[config.mk]
export PLATFORM = sky130hd
export DESIGN_NAME = kbd_source_arbiter
export DESIGN_NICKNAME = d
export VERILOG_FILES = /design/src/rtl/kbd_source_arbiter.sv
export SDC_FILE = /design/constraint.sdc
export NUM_CORES = 1
export LEC_CHECK = 0
export BUFFER_PORTS_ARGS = -buffer_cell sky130_fd_sc_hd__buf_2
export CORE_MARGIN = 2
export CORE_UTILIZATION = 45
export CTS_CLUSTER_DIAMETER = 50
export DETAILED_ROUTE_END_ITERATION = 7
export GPL_TIMING_DRIVEN = 1
export PLACE_DENSITY_LB_ADDON = 0.05
export SLEW_MARGIN = 30
export SYNTH_ARGS = -nofsm -noshare
export SYNTH_HDL_FRONTEND = slang
export SYNTH_SLANG_ARGS = --single-unit
export TNS_END_PERCENT = 20
[constraint.sdc]
create_clock -name clk25 -period 1.65 [get_ports clk25]
set_input_delay 0.2475 -clock clk25 [delete_from_list [all_inputs] [get_ports clk25]]
set_output_delay 0.2475 -clock clk25 [all_outputs]
set_load 0.005 [all_outputs]
[src/rtl/kbd_source_arbiter.sv]
// Two-source (PS/2, UART) arbiter feeding the Apple-1 keyboard register, with a read hold-off gap.
// Optional build macro KBD_UPCASE_EN folds lower-case ASCII to upper case at capture.
module kbd_source_arbiter #(
  parameter int HOLDOFF = 64,
  parameter int CNT_W   = 8
) (
  input  logic       clk25,
  input  logic       reset,
  input  logic       ps2_en,
  input  logic       uart_en,
  input  logic       ps2_valid,
  input  logic [7:0] ps2_data,
  input  logic       uart_valid,
  input  logic [7:0] uart_data,
  input  logic       kbd_read,
  input  logic       ovf_clr,
  output logic [6:0] kbd_data,
  output logic       kbd_ready,
  output logic       kbd_src,
  output logic       ps2_ovf,
  output logic       uart_ovf
);

  typedef enum logic [1:0] {ST_IDLE, ST_FULL, ST_HOLDOFF} state_t;

  localparam logic [CNT_W-1:0] CNT_INIT = HOLDOFF[CNT_W-1:0];
  localparam logic [CNT_W-1:0] CNT_ONE  = CNT_W'(1);

  function automatic logic [6:0] fold_case(input logic [6:0] c);
`ifdef KBD_UPCASE_EN
    if (c >= 7'h61 && c <= 7'h7A) return c - 7'h20;
`endif
    return c;
  endfunction

  logic [1:0] en_w;
  logic [1:0] valid_w;
  logic [6:0] data_w [2];
  logic [1:0] pend_w;
  logic [6:0] hold_w [2];
  logic [1:0] ovf_w;
  logic [1:0] grant_w;
  logic [1:0] avail_w;
  logic       sel_w;
  logic       unused_bit7;

  assign en_w        = {uart_en, ps2_en};
  assign valid_w     = {uart_valid, ps2_valid};
  assign data_w[0]   = ps2_data[6:0];
  assign data_w[1]   = uart_data[6:0];
  assign unused_bit7 = ^{ps2_data[7], uart_data[7]};

  // One holding register per source; index 0 = PS/2, 1 = UART.
  for (genvar gi = 0; gi < 2; gi++) begin : g_src
    logic       pend_reg;
    logic [6:0] hold_reg;
    logic       ovf_reg;
    logic       drop_w;

    // A new character is dropped only if the slot is full and not being emptied this cycle.
    assign drop_w = en_w[gi] && valid_w[gi] && pend_reg && !grant_w[gi];

    always_ff @(posedge clk25 or posedge reset) begin
      if (reset) begin
        pend_reg <= 1'b0;
        hold_reg <= '0;
        ovf_reg  <= 1'b0;
      end else begin
        if (!en_w[gi]) begin
          pend_reg <= 1'b0;
        end else if (valid_w[gi]) begin
          if (!pend_reg || grant_w[gi]) begin
            hold_reg <= fold_case(data_w[gi]);
            pend_reg <= 1'b1;
          end
        end else if (grant_w[gi]) begin
          pend_reg <= 1'b0;
        end

        if (drop_w)       ovf_reg <= 1'b1;
        else if (ovf_clr) ovf_reg <= 1'b0;
      end
    end

    assign pend_w[gi] = pend_reg;
    assign hold_w[gi] = hold_reg;
    assign ovf_w[gi]  = ovf_reg;
  end

  state_t           state_reg, state_next;
  logic [CNT_W-1:0] cnt_reg, cnt_next;
  logic             rr_reg, rr_next;
  logic [6:0]       kbd_data_reg, kbd_data_next;
  logic             kbd_src_reg, kbd_src_next;
  logic             kbd_ready_reg, kbd_ready_next;

  // rr_reg names the source preferred when both are waiting.
  assign avail_w = pend_w & en_w;
  assign sel_w   = (avail_w == 2'b11) ? rr_reg : avail_w[1];

  always_comb begin
    state_next     = state_reg;
    cnt_next       = cnt_reg;
    rr_next        = rr_reg;
    kbd_data_next  = kbd_data_reg;
    kbd_src_next   = kbd_src_reg;
    kbd_ready_next = kbd_ready_reg;
    grant_w        = 2'b00;
    case (state_reg)
      ST_IDLE: begin
        kbd_ready_next = 1'b0;
        if (avail_w != 2'b00) begin
          grant_w        = sel_w ? 2'b10 : 2'b01;
          kbd_data_next  = hold_w[sel_w];
          kbd_src_next   = sel_w;
          kbd_ready_next = 1'b1;
          rr_next        = ~sel_w;
          state_next     = ST_FULL;
        end
      end
      ST_FULL: begin
        if (kbd_read) begin
          kbd_ready_next = 1'b0;
          if (HOLDOFF == 0) begin
            state_next = ST_IDLE;
          end else begin
            cnt_next   = CNT_INIT;
            state_next = ST_HOLDOFF;
          end
        end
      end
      ST_HOLDOFF: begin
        kbd_ready_next = 1'b0;
        if (cnt_reg <= CNT_ONE) begin
          cnt_next   = '0;
          state_next = ST_IDLE;
        end else begin
          cnt_next = cnt_reg - CNT_ONE;
        end
      end
      default: begin
        kbd_ready_next = 1'b0;
        state_next     = ST_IDLE;
      end
    endcase
  end

  always_ff @(posedge clk25 or posedge reset) begin
    if (reset) begin
      state_reg     <= ST_IDLE;
      cnt_reg       <= '0;
      rr_reg        <= 1'b0;
      kbd_data_reg  <= '0;
      kbd_src_reg   <= 1'b0;
      kbd_ready_reg <= 1'b0;
    end else begin
      state_reg     <= state_next;
      cnt_reg       <= cnt_next;
      rr_reg        <= rr_next;
      kbd_data_reg  <= kbd_data_next;
      kbd_src_reg   <= kbd_src_next;
      kbd_ready_reg <= kbd_ready_next;
    end
  end

  assign kbd_data  = kbd_data_reg;
  assign kbd_src   = kbd_src_reg;
  assign kbd_ready = kbd_ready_reg;
  assign ps2_ovf   = ovf_w[0];
  assign uart_ovf  = ovf_w[1];

endmodule

==> results_dict.tcl, run 1 <==
set metrics [dict create \
    htree_levels 2 \
    grt_pass1_wl_um 5492 \
    max_cap_viol_count 0 \
    vias_per_cell 5.109 \
    final_nets 217 \
    routedWlPerCell_um 13.47 \
    p_leak_uw 0.001005 \
    fillers 334 \
    area_delta_synth_final_pct 25.24 \
    yosys-top-cells-area "dfrtp_1 (56%), mux2_2 (9.4%), a221o_1 (4.2%)" \
    dp_cells 232 \
    grt_pass1_vias 1181 \
    antenna_found_initial 0 \
    status "complete, no violations" \
    numPortBuffers 32 \
    synth_area_leader_cell "dfrtp_1" \
    setup_viol 0 \
    drtIter0Drc 42 \
    cp-start-kind "register" \
    final_cells 239 \
    overflow 0 \
    fin_util_pct 58.09 \
    powerDensity_nw_per_um2 1530 \
    start_util_pct 46.38 \
    hold_class "input pin to async pin" \
    cts_resized 0 \
    cts_tree "yes" \
    yosysWarnings 0 \
    crit_fanout 5 \
    antenna_cells 0 \
    globalplace.congestion 0.8380 \
    fmax_ghz 0.6474 \
    syn_area_um2 1685 \
    fin_skew_ns 0.008278 \
    cts_buffer_depth 2 \
    synth-compound-area-share_pct 15.52 \
    worst_pin_slew_ns 0.4632 \
    syn_nets 166 \
    die_y_um 65.20 \
    synth.most_common_cell "dfrtp_1" \
    drv_slew 0 \
    num_vias 1221 \
    wirelength_um 3220 \
    cts-root-buf "clkbuf_8" \
    synth_top_cells_by_count "dfrtp_1 (38), mux2_2 (14), nor2_1 (12), nand2_1 (9), and2_1 (8)" \
    core_area_um2 3633 \
    chipWidth_um 65.20 \
    cts_buffers 5 \
    hold_buffers 0 \
    synth_async_sr_flop_share_pct 100.0 \
    drive_gt1_share_pct 39.27 \
    yosys_most_used_dff "dfrtp_1" \
    place_hpwl_um 2315 \
    ant_nets 0 \
    first_pass_iters 4 \
    synth_cell_types 33 \
    multi_input_area_um2 708.2 \
    yosys.area_share.simple_pct 12.32 \
    drc_errors 0 \
    syn_avg_cell_area_um2 12.04 \
    path_class "register to register" \
    grtUsageTotal_pct 17.37 \
    cp.required_ns 1.82 \
    synth_edf_count 0 \
    synth_top_area_share_pct 56.42 \
    clk_pin_slew_ns 0.07 \
    die-area_um2 4251 \
    ir_drop_v 0.0007709 \
    arrival_ns 1.71 \
    critical_path.endpoint_type "register" \
    finalPower_uw 3229 \
    seq_area_frac_synth_pct 56.42 \
    post_synth_fa_ha_maj_area_fraction_pct 1.485 \
    rsz0062_at_grt "no" \
    synth_mux_area_share_pct 9.354 \
    syn_inst 140 \
    placementRows 22 \
    slew_headroom_pct 69.12 \
    largest_reg_flops 14 \
    fin_setup_tns_ns 0 \
    finalHoldViolations 0 \
    grt_max_degree 39 \
    post_cts_buffers 0 \
    synth_top_family_by_area "compound AO/OA/AOI/OAI gates" \
    area.sequential_um2 952.2 \
    clk_latency_ns 0.28 \
    synth_xor_area_share_pct 2.598 \
    synth_seq_cells 38 \
    min_period_ns 1.545 \
    numClockSinks 38 \
    post-route-period-util_pct 93.61 \
    pin_count 35 \
]
kinds of logic (layout without fill, tap and decap cells):
group,count (synthesis),after routing
AOI/OAI and AO/OA,30,30
xor gates and xnor gates,5,5
adders and majority gates,2,2
buffers and inverters,10,61
DFF,38,38
muxes,14,14
and+or+nand+nor,41,41
worst max-delay path, cell delays in order, from the launching register on:
cell and delay [ns]:
dfrtp_1 0.38, or4_4 0.54, o41ai_4 0.25, o21a_4 0.21, nor2_1 0.05
placed cells by master (no fill, tap or decap), drive strengths merged:
master / instances
o2bb2ai: 1
nand2b: 1
a21o: 2
a21oi: 4
o21ai: 6
clkinv: 2
a221o: 7
or4: 1
o211ai: 2
dfrtp: 38
nor2: 12
nand2: 9
clkbuf: 5
xor2: 5
o2111ai: 1
o21a: 2
nand3: 3
inv: 7
buf: 47
nor3: 2
mux2: 14
and3b: 1
a32o: 1
o41ai: 1
nand4b: 1
and2: 8
nor4: 1
a2111oi: 1
nor2b: 2
o31ai: 1
ha: 2
a21boi: 1
path summary, 6_finish.rpt:
path,from,slack (ns),cells after the start,to
setup / recovery,cnt_reg[2],0.11,4,cnt_reg[4]
hold / removal,reset,0.06,3,kbd_data[2]
setup reg to reg,cnt_reg[2],0.11,4,cnt_reg[4]
min in group clk25,kbd_read,0.17,2,kbd_ready
max in group asynchronous,reset,1.24,3,cnt_reg[0]
hold reg to reg,kbd_src,0.48,1,kbd_src
layer usage:
layer	up-vias	share of wire [%]	track usage, %
met2	25	45	24.36
met3	4	4.8	5.651
met4	0	1.8	8.333
met5	-	0	0
met1	595	49	24.24
li1	597	-	-
stage by stage:
step / area, µm² / hold slack [ns] / setup WS, ns
2_1_floorplan: 1685 / 0.3438 / 0.001719
6_report: 2111 / 0.05968 / 0.1054
5_1_grt: 2111 / 0.1021 / 0.008640
4_1_cts: 2097 / 0.07420 / 0.02546
3_3_place_gp: 2018 / 0.3743 / 0.04185
3_5_place_dp: 2018 / 0.3839 / 0.02907
power by group:
| part | switching, µW | leakage [µW] | internal (µW) | total [µW] |
|---|---|---|---|---|
| clock network | 294 | 0.0000438 | 283 | 577 |
| logic | 560 | 0.000495 | 655 | 1210 |
| registers | 201 | 0.000466 | 1240 | 1440 |
| total | 1050 | 0.00101 | 2170 | 3230 |
area by class of cell:
cell class	instances	share of cell area, %
Clock inverter	2	0.4742
Sequential cell	38	45.11
Multi-Input combinational cell	92	33.55
Timing Repair Buffer	47	13.52
Tap cell	48	2.845
Clock buffer	5	3.260
Inverter	7	1.245
(Power assumes the default switching activity.)
==> run 2, diff against run 1 <==
Settings changed: PLACE_DENSITY set to 0.74, PLACE_DENSITY_LB_ADDON 0.05 to unset.
==> run 2 against run 1 <==
Compared with the run above: sequential share of layout area up 0.70 points; cell count down 0.84%; clock skew down 0.0034 ns; largest cell class unchanged; highest routed layer unchanged.
==> results_dict.tcl, run 2 (same netlist as run 1, synthesis figures left out) <==
set metrics [dict create \
    status "complete, no violations" \
    path_cells "or4_4 > o41ai_4 > o21a_4 > nor2_1" \
    drive_gt1_share_pct 37.57 \
    chipWidth_um 65.20 \
    drtIter0Drc 53 \
    critical_path.endpoint_type "register" \
    grt_pass1_vias 1270 \
    reg2reg_slack_ns 0.1 \
    finalHoldViolations 0 \
    vias_per_cell 5.173 \
    fin_skew_ns 0.004906 \
    min_period_ns 1.551 \
    grt_max_degree 39 \
    cpPeakStageDelay_ns 0.55 \
    ir_drop_v 0.0009084 \
    path_class "register to register" \
    worst_path_max_delay_cell "or4_4" \
    slew_headroom_pct 69.54 \
    placementRows 22 \
    final_nets 215 \
    post-route-period-util_pct 93.97 \
    cts_resized 0 \
    ant_nets 0 \
    num_vias 1226 \
    fin_setup_tns_ns 0 \
    start_util_pct 46.38 \
    core_area_um2 3633 \
    place_hpwl_um 2432 \
    grtUsageTotal_pct 17.73 \
    drv_slew 0 \
    worst_slack_ns 0.09944 \
    wirelength_um 3275 \
    fmax_ghz 0.6449 \
    drc_errors 0 \
    cts-root-buf "clkbuf_8" \
    worst_pin_slew_ns 0.4569 \
    die-area_um2 4251 \
    arrival_ns 1.72 \
    first_pass_iters 4 \
    htree_levels 2 \
    cp-start-kind "register" \
    post_cts_buffers 0 \
    antenna_cells 0 \
    finalPower_uw 3181 \
    grt_pass1_wl_um 5582 \
    hold_buffers 0 \
    die_y_um 65.20 \
    globalplace.congestion 0.8524 \
    powerDensity_nw_per_um2 1533 \
    hold_class "input pin to async pin" \
    final_cell_mix "dfrtp_1 (38), buf_2 (32), mux2_2 (14)" \
    clk_pin_slew_ns 0.07 \
    pin_count 35 \
    setup_viol 0 \
    antenna_found_initial 0 \
    cts_buffer_depth 2 \
    rsz0062_at_grt "no" \
    numClockSinks 38 \
    overflow 0 \
    hold_ws_ns 0.06014 \
    ff2ff_path_depth 4 \
    p_leak_uw 0.0009871 \
    preCtsSetupSlack_ns 0.01159 \
    clk_latency_ns 0.28 \
    area_delta_synth_final_pct 23.16 \
    largest_reg_flops 14 \
    max_cap_viol_count 0 \
    cp.required_ns 1.82 \
    crit_fanout 5 \
    routedWlPerCell_um 13.82 \
    numPortBuffers 32 \
    layout_commonest_cell "dfrtp_1" \
    final_cells 237 \
    cts_buffers 5 \
    dp_cells 230 \
    cts_tree "yes" \
]
run 2: cell types whose count changed in the layout (fill, tap and decap cells not counted), sizes merged:
cell | before | now
clkinv | 2 | 0
buf | 47 | 45
clkbuf | 5 | 7
run 2: layer usage:
| metal | track usage (%) | up-vias | part of all wire, % |
|---|---|---|---|
| met3 | 6.849 | 4 | 5.1 |
| met2 | 27.81 | 34 | 50 |
| met5 | 0 | - | 0 |
| met4 | 7.031 | 0 | 1.2 |
| met1 | 22.06 | 591 | 44 |
| li1 | - | 597 | - |
run 2: layout make-up:
cell class / count / area (µm²)
Clock buffer: 7 / 76.32
Fill cell: 312 / 1558
Inverter: 7 / 26.28
Multi-Input combinational cell: 92 / 704.4
Sequential cell: 38 / 950.9
Tap cell: 48 / 60.06
Timing Repair Buffer: 45 / 257.7
run 2: worst max-delay path: cells and delay by family (launching register included):
kind             cells  cell delay (ns)
AO/OA/AOI/OAI        2             0.46
flip-flops           1             0.38
AND/OR/NAND/NOR      2             0.60
run 2: path summary, 6_finish.rpt:
path	start	endpoint
setup / recovery	cnt_reg[2]	cnt_reg[2]
hold / removal	reset	g_src[1].hold_reg[3]
setup reg to reg	cnt_reg[2]	cnt_reg[2]
hold reg to reg	kbd_src	kbd_src
max in group asynchronous	reset	uart_ovf
min in group clk25	kbd_read	kbd_ready
run 2: report_power, final:
group	internal, µW	switching (µW)
Clock	291	289
Combinational	604	555
Sequential	1230	209
Total	2130	1050
run 2: metrics by stage:
step | util (%) | instance area [µm²]
floorplan | - | 1685
global placement | 54.79 | 1991
detailed placement | 54.79 | 1991
CTS | 56.89 | 2067
global route | 57.13 | 2076
finish | 57.13 | 2076
